--- src/rtl/muldiv_seq.sv ---
// muldiv_seq: iterative MULT/MULTU/DIV/DIVU sequencer owning the HI/LO registers.
// One shift-add (multiply) or restoring-subtract (divide) step per cycle,
// then a single fix-up cycle applies sign correction and writes HI/LO.
// Optional build macro MULDIV_EARLY_EXIT_EN: a zero divisor/multiplier skips
// the iteration phase (IDLE -> FIX -> IDLE); results are the same either way.
module muldiv_seq #(
  parameter int WIDTH = 32
) (
  input  logic             clk,
  input  logic             reset,
  input  logic             start,
  input  logic [1:0]       op,
  input  logic [WIDTH-1:0] a,
  input  logic [WIDTH-1:0] b,
  input  logic             hi_we,
  input  logic             lo_we,
  input  logic [WIDTH-1:0] wdata,
  output logic             busy,
  output logic             done,
  output logic [WIDTH-1:0] hi,
  output logic [WIDTH-1:0] lo
);

  localparam int CW = $clog2(WIDTH + 1);

  typedef enum logic [1:0] {
    S_IDLE = 2'd0,
    S_CALC = 2'd1,
    S_FIX  = 2'd2
  } state_t;

  // Two's-complement negate when en is set (single word).
  function automatic logic [WIDTH-1:0] f_neg(input logic [WIDTH-1:0] v, input logic en);
    return en ? (~v + WIDTH'(1)) : v;
  endfunction

  // Two's-complement negate when en is set (double word product).
  function automatic logic [2*WIDTH-1:0] f_neg2(input logic [2*WIDTH-1:0] v, input logic en);
    return en ? (~v + (2*WIDTH)'(1)) : v;
  endfunction

  // Magnitude of a signed operand; the most negative value maps to itself
  // as an unsigned bit pattern, which is the correct magnitude.
  function automatic logic [WIDTH-1:0] f_abs(input logic signed [WIDTH-1:0] v);
    return f_neg(v, v[WIDTH-1]);
  endfunction

  state_t           r_state;
  state_t           w_state_nxt;
  logic             r_busy;
  logic             r_done;
  logic [CW-1:0]    r_cnt;
  logic [WIDTH-1:0] r_hi;
  logic [WIDTH-1:0] r_lo;

  // Operand/iteration datapath (no reset needed; always loaded before use).
  logic             r_is_div;
  logic             r_signed;
  logic             r_sa;
  logic             r_sb;
  logic [WIDTH-1:0] r_opa;
  logic [WIDTH-1:0] r_opb;
  logic [WIDTH-1:0] r_rem;
  logic [WIDTH-1:0] r_quo;

  logic             w_load;
  logic             w_step;
  logic             w_fix;
  logic             w_busy_nxt;
  logic             w_done_nxt;

  logic signed [WIDTH-1:0] w_a_s;
  logic signed [WIDTH-1:0] w_b_s;
  logic                    w_op_signed;
  logic [WIDTH-1:0]        w_mag_a;
  logic [WIDTH-1:0]        w_mag_b;

  logic [WIDTH:0]          w_mul_sum;
  logic [WIDTH:0]          w_div_sh;
  logic [WIDTH:0]          w_div_diff;

  logic [2*WIDTH-1:0]      w_prod_fix;
  logic                    w_div_zero;
  logic [WIDTH-1:0]        w_fix_hi;
  logic [WIDTH-1:0]        w_fix_lo;

  assign busy = r_busy;
  assign done = r_done;
  assign hi   = r_hi;
  assign lo   = r_lo;

  // Operand conditioning at launch: MULT/DIV (op[0]==0) use magnitudes.
  assign w_a_s       = signed'(a);
  assign w_b_s       = signed'(b);
  assign w_op_signed = ~op[0];
  assign w_mag_a     = w_op_signed ? f_abs(w_a_s) : a;
  assign w_mag_b     = w_op_signed ? f_abs(w_b_s) : b;

  // One iteration step: multiply adds the multiplicand when the multiplier
  // LSB is set; divide tries a subtract of the divisor from the shifted remainder.
  assign w_mul_sum  = {1'b0, r_rem} + (r_quo[0] ? {1'b0, r_opa} : '0);
  assign w_div_sh   = {r_rem, r_quo[WIDTH-1]};
  assign w_div_diff = w_div_sh - {1'b0, r_opb};

  // Fix-up results: sign correction, and the divide-by-zero override that
  // returns the original dividend in HI and all ones in LO.
  assign w_prod_fix = f_neg2({r_rem, r_quo}, r_signed & (r_sa ^ r_sb));
  assign w_div_zero = (r_opb == '0);
  assign w_fix_hi   = r_is_div ? (w_div_zero ? f_neg(r_opa, r_sa) : f_neg(r_rem, r_sa))
                               : w_prod_fix[2*WIDTH-1:WIDTH];
  assign w_fix_lo   = r_is_div ? (w_div_zero ? '1 : f_neg(r_quo, r_sa ^ r_sb))
                               : w_prod_fix[WIDTH-1:0];

  // Next-state and control strobes for the IDLE -> CALC -> FIX sequence.
  always_comb begin
    w_state_nxt = r_state;
    w_load      = 1'b0;
    w_step      = 1'b0;
    w_fix       = 1'b0;
    w_busy_nxt  = r_busy;
    w_done_nxt  = 1'b0;
    case (r_state)
      S_IDLE: begin
        if (start) begin
          w_load      = 1'b1;
          w_busy_nxt  = 1'b1;
          w_state_nxt = S_CALC;
`ifdef MULDIV_EARLY_EXIT_EN
          if (b == '0) w_state_nxt = S_FIX;
`endif
        end
      end
      S_CALC: begin
        w_step = 1'b1;
        if (r_cnt == CW'(1)) w_state_nxt = S_FIX;
      end
      S_FIX: begin
        w_fix       = 1'b1;
        w_state_nxt = S_IDLE;
        w_busy_nxt  = 1'b0;
        w_done_nxt  = 1'b1;
      end
      default: begin
        w_state_nxt = S_IDLE;
        w_busy_nxt  = 1'b0;
      end
    endcase
  end

  // State register.
  always_ff @(posedge clk) begin
    if (reset) r_state <= S_IDLE;
    else       r_state <= w_state_nxt;
  end

  // Control and architectural HI/LO: busy/done flags, step counter, FIX and MTHI/MTLO writes.
  always_ff @(posedge clk) begin
    if (reset) begin
      r_busy <= 1'b0;
      r_done <= 1'b0;
      r_cnt  <= '0;
      r_hi   <= '0;
      r_lo   <= '0;
    end else begin
      r_busy <= w_busy_nxt;
      r_done <= w_done_nxt;
      if (w_load)      r_cnt <= CW'(WIDTH);
      else if (w_step) r_cnt <= r_cnt - CW'(1);
      if (w_fix) begin
        r_hi <= w_fix_hi;
        r_lo <= w_fix_lo;
      end else if (r_state == S_IDLE && !start) begin
        if (hi_we) r_hi <= wdata;
        if (lo_we) r_lo <= wdata;
      end
    end
  end

  // Operand latch at launch, then one multiply or divide step per CALC cycle.
  always_ff @(posedge clk) begin
    if (w_load) begin
      r_is_div <= op[1];
      r_signed <= w_op_signed;
      r_sa     <= w_op_signed & a[WIDTH-1];
      r_sb     <= w_op_signed & b[WIDTH-1];
      r_opa    <= w_mag_a;
      r_opb    <= w_mag_b;
      r_rem    <= '0;
      r_quo    <= op[1] ? w_mag_a : w_mag_b;
    end else if (w_step) begin
      if (r_is_div) begin
        if (!w_div_diff[WIDTH]) begin
          r_rem <= w_div_diff[WIDTH-1:0];
          r_quo <= {r_quo[WIDTH-2:0], 1'b1};
        end else begin
          r_rem <= w_div_sh[WIDTH-1:0];
          r_quo <= {r_quo[WIDTH-2:0], 1'b0};
        end
      end else begin
        {r_rem, r_quo} <= {w_mul_sum, r_quo[WIDTH-1:1]};
      end
    end
  end

endmodule
--- config.mk ---
export PLATFORM = sky130hd
export DESIGN_NAME = muldiv_seq
export DESIGN_NICKNAME = d
export VERILOG_FILES = /design/src/rtl/muldiv_seq.sv
export SDC_FILE = /design/constraint.sdc
export NUM_CORES = 1
export LEC_CHECK = 0
export ABC_CLOCK_PERIOD_IN_PS = 4500
export BUFFER_PORTS_ARGS = -buffer_cell sky130_fd_sc_hd__buf_4
export CAP_MARGIN = 20
export CORE_ASPECT_RATIO = 2
export CORE_UTILIZATION = 45
export CTS_BUF_LIST = sky130_fd_sc_hd__clkbuf_4 sky130_fd_sc_hd__clkbuf_8
export DETAILED_ROUTE_END_ITERATION = 6
export PLACE_DENSITY = 0.74
export SLEW_MARGIN = 20
export SYNTH_ARGS = -nofsm -noshare
export SYNTH_HDL_FRONTEND = slang
export SYNTH_SLANG_ARGS = --single-unit
export TNS_END_PERCENT = 10
--- constraint.sdc ---
create_clock -name clk -period 4.5 [get_ports clk]
set_input_delay 0.225 -clock clk [delete_from_list [all_inputs] [get_ports clk]]
set_output_delay 0.225 -clock clk [all_outputs]
set_load 0.05 [all_outputs]
==> results.md, run 1 <==
* Clk network pwr share at 0.196
* FF+latch count, synth at 206
* Post-synth EDFFs at 100
* Area growth syn-to-layout at 17.7%
* Share of cells above drive strength 1 at 0.134
* Main synth FF type: dfxtp_1
* Row cnt at 99
* Internal power at 4.65 mW
* Crit path from: r_rem[0]
* Depth of the CTS H-tree at 1
* CP max FO at 13
* Sequential element share of the synthesized area at 0.309
* First-pass GRT wire length at 99,500 microns
* Worst Setup Start Kind: flip-flop
* Maximum root-to-sink buffer count at 3
* Port Buffers at 168
* Clk slew on worst S/H paths at 70 ps
* Sw power at 3.66 mW
* Vias in the first global route at 16.8k
* Reg power frac at 0.326
* Worst-skew pair later-pin latency at 610 ps
* Post-layout min period at 3960 ps
* TritonCTS clock tree: yes
* VDD IR max at 0.000270 V
* Reg2reg start: r_rem[0]
* Height of the die at 273 microns
* Min-delay src: b[10]
* Max-slew headroom at 0.307
* Top cell type by total area after synthesis: edfxtp_1
* RSZ-0062 raised after global routing: false
* Synth top area share at 0.181
* Place WS at 643 ps
* Initial antenna violation count at 1
* Leak at 7.74 nW
* Worst r2r dst: r_rem[28]
* Syn Area/Cell at 8.37 sq um
* Core box area at 36,400 sq um
* Post-Route WL at 67,600 microns
* Routability Congestion at 1.01
* Top cells by area, synth: edfxtp_1, dfxtp_1, xnor2_1, a21oi_1, ha_1
* Switch share at 0.441
* Final Max Tran Viols at 0
* Post-route cell area at 19,500 sq um
* Area post-placement at 18,200 sq um
* IO Pins at 169
* Status: complete, no violations
* Die W at 138 microns
* Net Count, Synth at 2,155
* Total Routing Usage GR at 0.360
* Combinational share of power at 0.478
* WP data required at 4990 ps
* Clk_skew at 18.6 ps
* Largest net degree at the start of global routing at 152
* Initial drt markers at 1,243
* Unique masters post-synth at 73
* Initial Util at 0.455
* Hold Path Class: input pin to flip-flop
* YS warnings at 0
* Most frequent cells in the layout: buf_4, a21oi_1, nand2_1
* Vias per cell at 6.38
* Fmax at 253 MHz
* Hold WS at 31.3 ps
* DR DRC count at 0
* Setup TNS at 0 ps
* Min-Delay Endpoint: r_opb[10]
* Fin nets at 2,334
* Most common cell after layout, fill and taps aside: buf_4
* Wire length per cell at 25.6 microns
* Endpoints failing setup at 0
* Synth Cell Area at 16,600 sq um
* Clk root buf: clkbuf_8
* CTS Buf Count at 30
* Antenna viol nets, final at 0
* Async set-or-reset flop fraction in the synthesized netlist at 0
* Filler-free cell count of the finished design at 2,636
* Fin worst setup slack at 540 ps
* CP Class: flip-flop to flip-flop
* Critical path capture point type: flip-flop
* Max_cap viols at 0
* Die ar. at 37,600 sq um
* Placed cell count at 2,517
* Number of post-CTS setup repair buffers at 0
* Tightest Pin Transition at 1030 ps
* Reg2Reg Setup Slack at 540 ps
* Path depth of the worst reg2reg path at 13
* Final hold vios at 0
* GRT overflow at 0
* Period utilisation layout at 0.880
* PwrDens at 426 nW/um^2
* Post-Syn Instances at 1,979
* DRT Pass-1 Iters at 5
* TritonCTS Sinks at 206
* Post-DP HPWL at 51,300 microns
* Vias post-DR at 16.8k
* Hold Path Stages at 2
* Arrival time at the worst endpoint at 4460 ps
## power by group through the flow
stage          Combinational [mW]  Sequential, mW  Clock (mW)
2_1_floorplan                2.66            2.58           0
3_3_place_gp                 3.77            2.70           0
3_5_place_dp                 3.81            2.72           0
4_1_cts                      3.88            2.68        1.64
5_1_grt                      4.26            2.72        1.71
6_report                     3.97            2.71        1.63
## layout make-up
class | count | area [sq um]
multi-input cells | 1587 | 10700
diodes | 1 | 2.50
well taps | 454 | 568
inverters | 66 | 250
fillers | 3436 | 16900
flip-flops and latches | 206 | 5120
clock inverters | 10 | 83.8
repair buffers | 267 | 2190
clock buffers | 45 | 544
## flip-flops by register name, indices dropped and copies added (netlist names)
register and flops:
r_sb 1, busy 1, r_opb 32, r_state 2, r_quo 32, lo 32
r_opa 32, r_signed 1, done 1, r_sa 1, hi 32, r_cnt 6
r_is_div 1, r_rem 32
## worst max-delay path by stage
stage,end,slack [ps],cells past startpoint
6_report,r_rem[28],540,13
2_1_floorplan,r_quo[22],1040,6
3_5_place_dp,r_rem[28],640,13
4_1_cts,r_rem[28],590,13
5_1_grt,r_rem[28],270,13
3_3_place_gp,r_rem[29],730,13
## per-layer routing
metal,part of all wire,track usage,routed length [microns],up-vias
li1,-,-,-,7688
met1,0.33,0.359,22200,8018
met2,0.51,0.626,34400,813
met3,0.054,0.0491,3640,299
met4,0.11,0.346,7350,0
met5,0,0,0,-
## cells in the mapped netlist, types with 36 or more instances
| cell | instances |
|---|---|
| ha_1 | 71 |
| dfxtp_1 | 106 |
| nor2b_1 | 48 |
| a21o_1 | 41 |
| xor2_1 | 97 |
| a21oi_1 | 178 |
| inv_1 | 64 |
| and2_1 | 36 |
| o21ai_0 | 129 |
| xnor2_1 | 120 |
| clkbuf_1 | 99 |
| a221oi_1 | 37 |
| o211ai_1 | 37 |
| a211oi_1 | 50 |
| edfxtp_1 | 100 |
| nand2_1 | 155 |
| nor2_1 | 128 |
| mux2i_1 | 82 |
## per-stage QoR
stage	utilization	power, mW
CTS	0.535	8.20
detailed placement	0.501	6.53
finish	0.535	8.31
global placement	0.501	6.48
global route	0.535	8.68
floorplan	-	5.24
## critical path, cell delays in order (launching register included)
cell and delay (ps):
dfxtp_1 640, inv_1 250, fa_1 460, nand2b_1 230
a21oi_1 240, o21a_1 250, a311oi_2 180, nor3_1 390
o21ai_0 210, nand3_2 190, buf_4 240, mux2_2 350
o22ai_1 150, nor2_1 60
## what timing repair did
action | CTS | global route
hold buffers | 63 | 0
endpoints found under the hold margin | 71 | 0
endpoints found under the setup margin | 0 | 0
resized for setup | 0 | 0
## logic make-up (layout without fill, tap and decap cells)
logic type / Yosys count / after routing / share of synthesized area
AO/OA/AOI/OAI: 634 / 634 / 0.247
XOR/XNOR: 217 / 217 / 0.115
adder cells (fa/ha/maj): 73 / 73 / 0.0561
AND/OR/NAND/NOR: 572 / 572 / 0.173
other: 0 / 1 / 0
flip-flops: 206 / 206 / 0.309
buffers and inverters: 186 / 388 / 0.0438
multiplexers: 91 / 91 / 0.0564
(Power assumes the default switching activity.)
==> inputs of run 2 (changes only) <==
--- a/config.mk
+++ b/config.mk
@@ -10,7 +10,6 @@
 export CAP_MARGIN = 20
 export CORE_ASPECT_RATIO = 2
 export CORE_UTILIZATION = 45
-export CTS_BUF_LIST = sky130_fd_sc_hd__clkbuf_4 sky130_fd_sc_hd__clkbuf_8
 export DETAILED_ROUTE_END_ITERATION = 6
 export PLACE_DENSITY = 0.74
 export SLEW_MARGIN = 20
==> results.md, run 2 (synthesized netlist as in run 1, its figures left out) <==
* Wire length per cell at 25.9 microns (+1.2%)
* Area growth syn-to-layout at 14.4%
* Antenna viol nets, final at 0 (unchanged)
* WP data required at 4920 ps (-70 ps)
* Endpoints failing setup at 0 (unchanged)
* Core box area at 36,400 sq um (unchanged)
* Area post-placement at 18,200 sq um (unchanged)
* Vias post-DR at 16.4k (-2.4%)
* CP Class: flip-flop to flip-flop
* Max_cap viols at 0 (unchanged)
* Place WS at 643 ps (unchanged)
* Fillers at 3,510 (+2.2%)
* Max-slew headroom at 0.312 (+0.00452)
* Fin worst setup slack at 519 ps (-20.5 ps)
* Reg power frac at 0.323 (-0.003)
* Fin nets at 2,266 (-2.9%)
* Die W at 138 microns (unchanged)
* Post-Route WL at 66,400 microns (-1.8%)
* Hold Path Class: input pin to flip-flop
* Total Routing Usage GR at 0.355 (-0.00501)
* Clk_skew at 15.6 ps (-2.99 ps)
* Final Max Tran Viols at 0 (unchanged)
* Initial drt markers at 1,339 (+7.7%)
* Clk slew on worst S/H paths at 70 ps (about the same)
* Die ar. at 37,600 sq um (unchanged)
* Largest net degree at the start of global routing at 152 (unchanged)
* Internal power at 4.75 mW (+2.2%)
* Register Area at 5120 sq um (unchanged)
* IO Pins at 169 (unchanged)
* Clk root buf: clkbuf_16
* TritonCTS Sinks at 206 (unchanged)
* Most frequent cells in the layout: buf_4, a21oi_1, nand2_1
* Initial antenna violation count at 0 (-1)
* Maximum root-to-sink buffer count at 3 (unchanged)
* PostCTS Resize Cnt at 0 (unchanged)
* Setup TNS at 0 ps (unchanged)
* Post-layout min period at 3980 ps (+20.5 ps)
* Depth of the CTS H-tree at 1 (unchanged)
* Switch share at 0.433 (-0.00810)
* Row cnt at 99 (unchanged)
* Final hold vios at 0 (unchanged)
* PwrDens at 442 nW/um^2 (+3.7%)
* Sw power at 3.62 mW (-1.1%)
* Status: complete, no violations
* Port Buffers at 168 (unchanged)
* Share of cells above drive strength 1 at 0.129 (-0.00502)
* First-pass GRT wire length at 97,700 microns (-1.8%)
* Worst-skew pair later-pin latency at 520 ps (-90 ps)
* Leak at 7.49 nW (-3.3%)
* Vias per cell at 6.41 (+0.53%)
* VDD IR max at 0.000383 V (+42%)
* DRT Pass-1 Iters at 5 (unchanged)
* Fmax at 251 MHz (-0.52%)
* DR DRC count at 0 (unchanged)
* Post-route cell area at 18,900 sq um (-2.9%)
* Multi-input gate area at 10,700 sq um (unchanged)
* Critical path capture point type: flip-flop
* GRT overflow at 0 (unchanged)
* Tightest Pin Transition at 1030 ps (+0.631 ps)
* Worst Setup Start Kind: flip-flop
* Initial Util at 0.455 (unchanged)
* Height of the die at 273 microns (unchanged)
* Vias in the first global route at 16.2k (-3.1%)
* Arrival time at the worst endpoint at 4400 ps (-60 ps)
* RSZ-0062 raised after global routing: false
* Clk network pwr share at 0.208 (+0.012)
* Combinational share of power at 0.468 (-0.010)
* Routability Congestion at 1.01 (unchanged)
* TritonCTS clock tree: yes
* Period utilisation layout at 0.885 (+0.00456)
* Most common cell after layout, fill and taps aside: buf_4
* CP max FO at 22 (+9)
* Post-DP HPWL at 51,300 microns (unchanged)
* CTS Buf Count at 19 (-37%)
run 2: per-stage QoR:
stage,power [mW],instances,hold slack (ps),util
final,8.37,2558,15.7,0.520
after global routing,8.73,2557,13.7,0.520
after global placement,6.48,2517,463,0.501
after CTS,8.26,2557,4.09,0.520
after detailed placement,6.53,2517,466,0.501
after floorplan,5.24,1979,324,-
run 2: metal layers:
metal,vias to the layer above,GRT usage,wire [microns]
met3,306,0.0537,4000
met4,0,0.341,7590
met2,760,0.615,33400
met5,-,0,0
li1,7538,-,-
met1,7803,0.353,21400
run 2: power groups by stage:
stage	logic, mW	registers (mW)	clock network, mW
after floorplan	2.66	2.58	0
after detailed placement	3.81	2.72	0
after global placement	3.77	2.70	0
after CTS	3.84	2.67	1.75
final	3.92	2.70	1.74
after global routing	4.21	2.71	1.81
run 2: final timing paths:
| kind | from | endpoint | slack, ps | cells after the start |
|---|---|---|---|---|
| worst min register to register | busy | busy | 480 | 2 |
| worst max register to register | r_rem[0] | r_rem[1] | 520 | 13 |
| worst min-delay path | wdata[1] | hi[1] | 20 | 3 |
| worst max-delay path | r_rem[0] | r_rem[1] | 520 | 13 |
run 2: layout make-up:
cell class                 instances  area share
clock inverter                    12     0.00747
clock buffer                      22      0.0262
sequential                       206       0.271
tap                              454      0.0300
antenna                            1    0.000132
multi-input combinational       1587       0.567
timing repair buffer             210      0.0854
inverter                          66      0.0132
run 2: worst max-delay path: stages (launching register included):
cell,delay [ps]
dfxtp_1,640
inv_1,260
fa_1,460
nand2b_1,220
a21oi_1,240
o21a_1,250
a311oi_2,180
nor3_1,390
o21ai_0,210
nand3_2,200
buf_12,200
mux2_2,350
a21o_1,170
o21ai_0,90
run 2: timing repair:
action                    CTS  global route
hold buffers                6             0
buffers inserted            0             0
hold endpoints to repair    6             0
